### config.mk
export PLATFORM = sky130hd
export DESIGN_NAME = hack_uart_tx_flat
export DESIGN_NICKNAME = d
export VERILOG_FILES = /design/src/rtl/hack_uart_tx_if.sv /design/src/rtl/hack_uart_tx.sv /design/src/flat_wrapper.sv
export SDC_FILE = /design/constraint.sdc
export NUM_CORES = 1
export LEC_CHECK = 0
export ABC_AREA = 1
export CORE_AREA = 2 2 75 77
export CTS_CLUSTER_DIAMETER = 200
export DETAILED_ROUTE_END_ITERATION = 7
export DIE_AREA = 0 0 77 79
export GPL_TIMING_DRIVEN = 1
export MAX_ROUTING_LAYER = met4
export PLACE_DENSITY = 0.86
export RECOVER_POWER = 50
export SYNTH_ARGS = -nofsm -noshare
export SYNTH_HDL_FRONTEND = slang
export SYNTH_SLANG_ARGS = --single-unit
### constraint.sdc
create_clock -name clk -period 1.8 [get_ports clk]
set_clock_uncertainty 0.05 [all_clocks]
set_input_delay 0.36 -clock clk [delete_from_list [all_inputs] [get_ports clk]]
set_output_delay 0.36 -clock clk [all_outputs]
set_load 0.1 [all_outputs]
### src/rtl/hack_uart_tx_if.sv
// CPU data-memory port as seen by the UART: split read/write addresses,
// write data/strobe, and the combinational read-back path.
interface hack_uart_tx_if;
  logic [15:0] addressR;
  logic [15:0] addressW;
  logic [15:0] dataW;
  logic        writeM;
  logic [15:0] dataR;
  logic        rsel;

  modport master (
    output addressR, addressW, dataW, writeM,
    input  dataR, rsel
  );

  modport slave (
    input  addressR, addressW, dataW, writeM,
    output dataR, rsel
  );
endinterface

### src/rtl/hack_uart_tx.sv
// Memory-mapped 8N1 UART transmitter: DATA/STATUS registers on the Hack
// data-memory port, one-byte holding buffer in front of the shift register.
//
//   state   | meaning
//   --------+-----------------------------------------------
//   S_IDLE  | line high, waiting for a buffered byte
//   S_START | start bit (tx=0) for CLKS_PER_BIT cycles
//   S_DATA  | 8 data bits, LSB first, shift right per bit
//   S_STOP  | stop bit (tx=1); reload from buffer or go idle
module hack_uart_tx #(
  parameter logic [15:0] BASE         = 16'h2002,
  parameter int          CLKS_PER_BIT = 868
) (
  input  logic         clk,
  input  logic         rstn,
  hack_uart_tx_if.slave bus,
  output logic         tx
);

  localparam logic [1:0]  S_IDLE    = 2'd0;
  localparam logic [1:0]  S_START   = 2'd1;
  localparam logic [1:0]  S_DATA    = 2'd2;
  localparam logic [1:0]  S_STOP    = 2'd3;
  localparam logic [15:0] BIT_LAST  = 16'(CLKS_PER_BIT - 1);
  localparam logic [15:0] STAT_ADDR = BASE + 16'd1;

  logic [1:0]  state;
  logic [15:0] bit_cnt;
  logic [2:0]  bit_idx;
  logic [7:0]  shift;
  logic [7:0]  hold;
  logic        hold_valid;
  logic        ovr;

  logic bit_done;
  logic take;
  logic wr_data;
  logic wr_stat;
  logic accept;
  logic ready;
  logic busy;

  assign bit_done = (bit_cnt == BIT_LAST);
  assign take     = hold_valid && ((state == S_IDLE) || ((state == S_STOP) && bit_done));
  assign wr_data  = bus.writeM && (bus.addressW == BASE);
  assign wr_stat  = bus.writeM && (bus.addressW == STAT_ADDR);
  // Only the IDLE transfer frees the slot for a same-edge write; a write
  // landing on the STOP reload edge is treated as an overrun.
  assign accept   = !hold_valid || (state == S_IDLE);
  assign ready    = !hold_valid;
  assign busy     = (state != S_IDLE);

  always_comb begin
    bus.dataR = 16'h0000;
    bus.rsel  = 1'b0;
    if (bus.addressR == BASE) begin
      bus.rsel  = 1'b1;
      bus.dataR = {8'h00, hold};
    end else if (bus.addressR == STAT_ADDR) begin
      bus.rsel  = 1'b1;
      bus.dataR = {13'h0000, ovr, busy, ready};
    end
  end

  always_ff @(posedge clk or negedge rstn) begin
    if (!rstn) begin
      hold       <= 8'h00;
      hold_valid <= 1'b0;
      ovr        <= 1'b0;
    end else begin
      if (take) begin
        hold_valid <= 1'b0;
      end
      if (wr_data && accept) begin
        hold       <= bus.dataW[7:0];
        hold_valid <= 1'b1;
      end
      if (wr_stat && bus.dataW[2]) begin
        ovr <= 1'b0;
      end
      if (wr_data && !accept) begin
        ovr <= 1'b1;
      end
    end
  end

  always_ff @(posedge clk or negedge rstn) begin
    if (!rstn) begin
      state   <= S_IDLE;
      bit_cnt <= 16'h0000;
      bit_idx <= 3'd0;
      shift   <= 8'h00;
      tx      <= 1'b1;
    end else begin
      case (state)
        S_IDLE: begin
          bit_cnt <= 16'h0000;
          if (hold_valid) begin
            shift <= hold;
            state <= S_START;
            tx    <= 1'b0;
          end
        end
        S_START: begin
          if (bit_done) begin
            bit_cnt <= 16'h0000;
            bit_idx <= 3'd0;
            state   <= S_DATA;
            tx      <= shift[0];
          end else begin
            bit_cnt <= bit_cnt + 16'd1;
          end
        end
        S_DATA: begin
          if (bit_done) begin
            bit_cnt <= 16'h0000;
            shift   <= {1'b0, shift[7:1]};
            if (bit_idx == 3'd7) begin
              state <= S_STOP;
              tx    <= 1'b1;
            end else begin
              bit_idx <= bit_idx + 3'd1;
              tx      <= shift[1];
            end
          end else begin
            bit_cnt <= bit_cnt + 16'd1;
          end
        end
        default: begin
          if (bit_done) begin
            bit_cnt <= 16'h0000;
            if (hold_valid) begin
              shift <= hold;
              state <= S_START;
              tx    <= 1'b0;
            end else begin
              state <= S_IDLE;
            end
          end else begin
            bit_cnt <= bit_cnt + 16'd1;
          end
        end
      endcase
    end
  end

endmodule

### src/flat_wrapper.sv
// flat-port wrapper written by rule: the top's interface ports become plain ports
module hack_uart_tx_flat 
#(
  parameter logic [15:0] BASE         = 16'h2002,
  parameter int          CLKS_PER_BIT = 868
)
  (clk, rstn, tx, bus_addressR, bus_addressW, bus_dataW, bus_writeM, bus_dataR, bus_rsel);
  hack_uart_tx_if bus_i ();
  input  logic clk;
  input  logic rstn;
  output logic tx;
  input wire logic [$bits(bus_i.addressR)-1:0] bus_addressR;
  input wire logic [$bits(bus_i.addressW)-1:0] bus_addressW;
  input wire logic [$bits(bus_i.dataW)-1:0] bus_dataW;
  input wire logic [$bits(bus_i.writeM)-1:0] bus_writeM;
  output wire logic [$bits(bus_i.dataR)-1:0] bus_dataR;
  output wire logic [$bits(bus_i.rsel)-1:0] bus_rsel;
  assign bus_i.addressR = bus_addressR;
  assign bus_i.addressW = bus_addressW;
  assign bus_i.dataW = bus_dataW;
  assign bus_i.writeM = bus_writeM;
  assign bus_dataR = bus_i.dataR;
  assign bus_rsel = bus_i.rsel;
  hack_uart_tx #(.BASE(BASE), .CLKS_PER_BIT(CLKS_PER_BIT)) u_core (.clk(clk), .rstn(rstn), .bus(bus_i), .tx(tx));
endmodule
==> impl_metrics.env <==
export IMPL_run_status="complete, but fails checks"
export IMPL_failed_checks="setup timing"
export IMPL_grt_max_degree=23
export IMPL_wire_length_of_the_first_global_routing_pass_um=9450
export IMPL_critical_path_cell_chain="buf_6 > nand3b_1 > nor3_4 > nand2_4 > buf_12 > nor2_4 > buf_12"
export IMPL_clk_insertion_delay_late_ns=0.30
export IMPL_design_power_total_mw=1.89
export IMPL_path_class="in -> out"
export IMPL_synth_cell_type_count=34
export IMPL_worst_ep_required_time_ns=1.39
export IMPL_firstDrtPassIters=4
export IMPL_nets=432
export IMPL_cts_tree="done"
export IMPL_yosys_warnings=0
export IMPL_crit_path_top_delay_cell="nand3b_1"
export IMPL_timing_critical_path_buf_inv=3
export IMPL_drv_max_cap_violation_count=0
export IMPL_antenna_found_initial=0
export IMPL_timing_critical_path_max_delay_family="simple AND/OR/NAND/NOR gates"
export IMPL_clock_buffer_count_from_cts=5
export IMPL_worst_vdd_ir_mv=0.482
export IMPL_cts_root_buf="clkbuf_8"
export IMPL_finalCritPeriodShare_pct=102
export IMPL_finish_utilization_pct=63.9
export IMPL_overall_global_routing_resource_usage_pct=19.9
export IMPL_route_final_wire_length_um=5320
export IMPL_kind_of_start_point_of_the_critical_path="primary input"
export IMPL_route_antenna_remaining_nets=0
export IMPL_slew_headroom_pct=64.2
export IMPL_initial_core_util_pct=45.7
export IMPL_syn_avg_cell_area_um2=7.91
export IMPL_post_synth_inst_count=308
export IMPL_timing_max_transition_violations_final=0
export IMPL_min_path_type="reg -> reg"
export IMPL_post_route_drc_count=0
export IMPL_timing_final_hold_violations=0
export IMPL_mostFrequentLayoutCells="nand2_1, inv_1, dfrtp_1, nor2_1, clkdlybuf4s50_1"
export IMPL_fillCellCount=452
export IMPL_netlist_area_um2=2440
export IMPL_path_clk_slew_ns=0.07
export IMPL_first_global_vias=2243
export IMPL_io_buffer_count=52
export IMPL_drtIter0Drc=78
export IMPL_rows=27
export IMPL_die_x_um=77
export IMPL_core_um2=5340
export IMPL_route_detailed_wl_per_inst_um=11.9
export IMPL_max_stage_delay_on_crit_path_ns=0.25
export IMPL_gr_total_overflow=0
export IMPL_final_period_minus_worst_setup_slack_ns=1.84
export IMPL_cp_data_arrival_time_ns=1.43
export IMPL_detail_placement_hpwl_um=4120
export IMPL_final_layout_size_suffix_gt1_share_pct=25.9
export IMPL_worst_path_max_fanout=5
export IMPL_mostFrequentLayoutCell="nand2_1"
export IMPL_power_per_unit_of_standard_cell_area_nw_per_um2=555
export IMPL_antenna_cells_inserted=0
export IMPL_clock_path_buffers=2
export IMPL_crit_path_end_kind="primary output"
export IMPL_clock_sinks=40
export IMPL_area_delta_synth_final_pct=39.9
export IMPL_design_portCount=69
export IMPL_timing_worst_slew_pin_value_ns=0.538
export IMPL_detailroute_via_count=2126
export IMPL_power_leakage_nw=1.65
export IMPL_globalplace_congestion=0.872
export IMPL_path_common_cell="buf_12"
export IMPL_setup_viol_count_final=9
export IMPL_layout_cell_area_non_filler_um2=3410
export IMPL_setup_slack_ns=-0.0416
export IMPL_post_place_ws_ns=-0.427
export IMPL_cts_h_tree_depth=2
export IMPL_die_height_um=79
export IMPL_fmaxAchievable_ghz=0.543
export IMPL_worst_hold_slack_ns=0.428
export IMPL_floorplan_die_area_um2=6080
export IMPL_seq_area_frac_synth_pct=41.1
export IMPL_yosys_register_bits=40
export IMPL_drt_vias_per_instance=4.77
export IMPL_placed_area_um2=3270
export IMPL_rsz_0062_raised_after_global_routing="true"
## path summary, 6_finish.rpt
path | start | to | slack (ns) | cells after the start
setup / recovery | bus_addressR[3] | bus_dataR[4] | -0.04 | 7
hold / removal | u_core.shift[7] | u_core.shift[7] | 0.43 | 2
setup reg to reg | u_core.state[0] | u_core.shift[3] | 0.12 | 6
hold reg to reg | u_core.shift[7] | u_core.shift[7] | 0.43 | 2
max in group asynchronous | rstn | u_core.tx | 0.28 | 3
min in group asynchronous | rstn | u_core.ovr | 0.51 | 2
## routing by layer
metal | GRT usage (%) | share of wire (%) | up-vias
met5 | - | 0 | -
met4 | 6.96 | 1.8 | 0
met3 | 4.32 | 3.2 | 12
met2 | 35.7 | 55 | 39
met1 | 21.9 | 40 | 995
li1 | - | - | 1080
## repair_timing
item                                   in CTS  in global routing
hold buffers                                1                  0
pin swaps                                  19                 13
setup endpoints to repair                   9                 16
endpoints found under the hold margin      18                  0
gates resized for setup                    35                 17
buffers inserted                            2                  1
## state kept, by name (all words and copies together), names as in the netlist
name	flops
u_core.shift	8
u_core.hold	8
u_core.tx	1
u_core.bit_idx	3
u_core.bit_cnt	16
u_core.state	2
u_core.hold_valid	1
u_core.ovr	1
## cell usage after synthesis
cell type  count  share of area [%]
nand3b_1       2               0.62
o21bai_1       1               0.31
a21oi_1        5                1.0
conb_1         1               0.15
o21ai_4        2                1.3
nor3b_1        3               0.92
nor2_1        43                6.6
nand3_1       15                3.1
clkbuf_8       1               0.56
nand2_2        5                1.3
nand3b_2       1               0.46
a31oi_1        1               0.26
nand2_1       68                 10
ha_1           8                4.1
inv_1         40                6.2
buf_4         11                3.4
xnor2_1        1               0.36
nor3b_2        1               0.51
dfstp_2        1                1.1
nor3_1         8                1.6
buf_6          1               0.46
nor2_2         2               0.51
o22ai_1        1               0.26
nor2_4         2               0.92
or2_2          1               0.26
o21ai_0       12                2.5
nand2_4        2               0.92
nand4_1        5                1.3
inv_2          2               0.31
xor2_1         3                1.1
dfrtp_1       39                 40
mux2i_1        3                1.2
clkbuf_1       1               0.15
o21ai_2       16                5.7
## logic make-up (layout without fill, tap and decap cells)
logic type               count (synthesis)  after routing  synth area share (%)
buffers and inverters                   56            115                  11.0
adder cells (fa/ha/maj)                  8              8                  4.11
AO/OA/AOI/OAI                           38             38                  11.4
flip-flops                              40             40                  41.1
AND/OR/NAND/NOR                        158            158                  29.5
XOR/XNOR                                 4              4                  1.44
other                                    1              8                 0.154
multiplexers                             3              3                  1.23
## where the power goes
part           switching, mW  leakage, nW  internal (mW)
clock network          0.309       0.0645          0.489
registers          0.0000704        0.540          0.898
logic                  0.120         1.04         0.0757
## worst min-delay path, delay by kind of cell (launching register included)
| family | cells | cell delay [ns] |
|---|---|---|
| and+or+nand+nor | 1 | 0.06 |
| AOI/OAI and AO/OA | 1 | 0.05 |
| DFF | 1 | 0.34 |
## per-stage QoR
stage	setup TNS (ns)	cells
final	-0.267	446
after global routing	-0.731	446
after CTS	-0.835	445
after detailed placement	-3.44	434
after global placement	-3.20	434
after floorplan	-0.177	315
## layout make-up
type	instances	area (um^2)	share of cell area, %
clock buffer	7	96.3	2.83
clock inverter	1	30.0	0.881
inverter	42	160	4.70
multi-input combinational	219	1340	39.4
sequential	40	1000	29.4
tap	72	90.1	2.64
timing repair buffer	65	687	20.1
No activity file was read; power rests on OpenSTA's default activity.
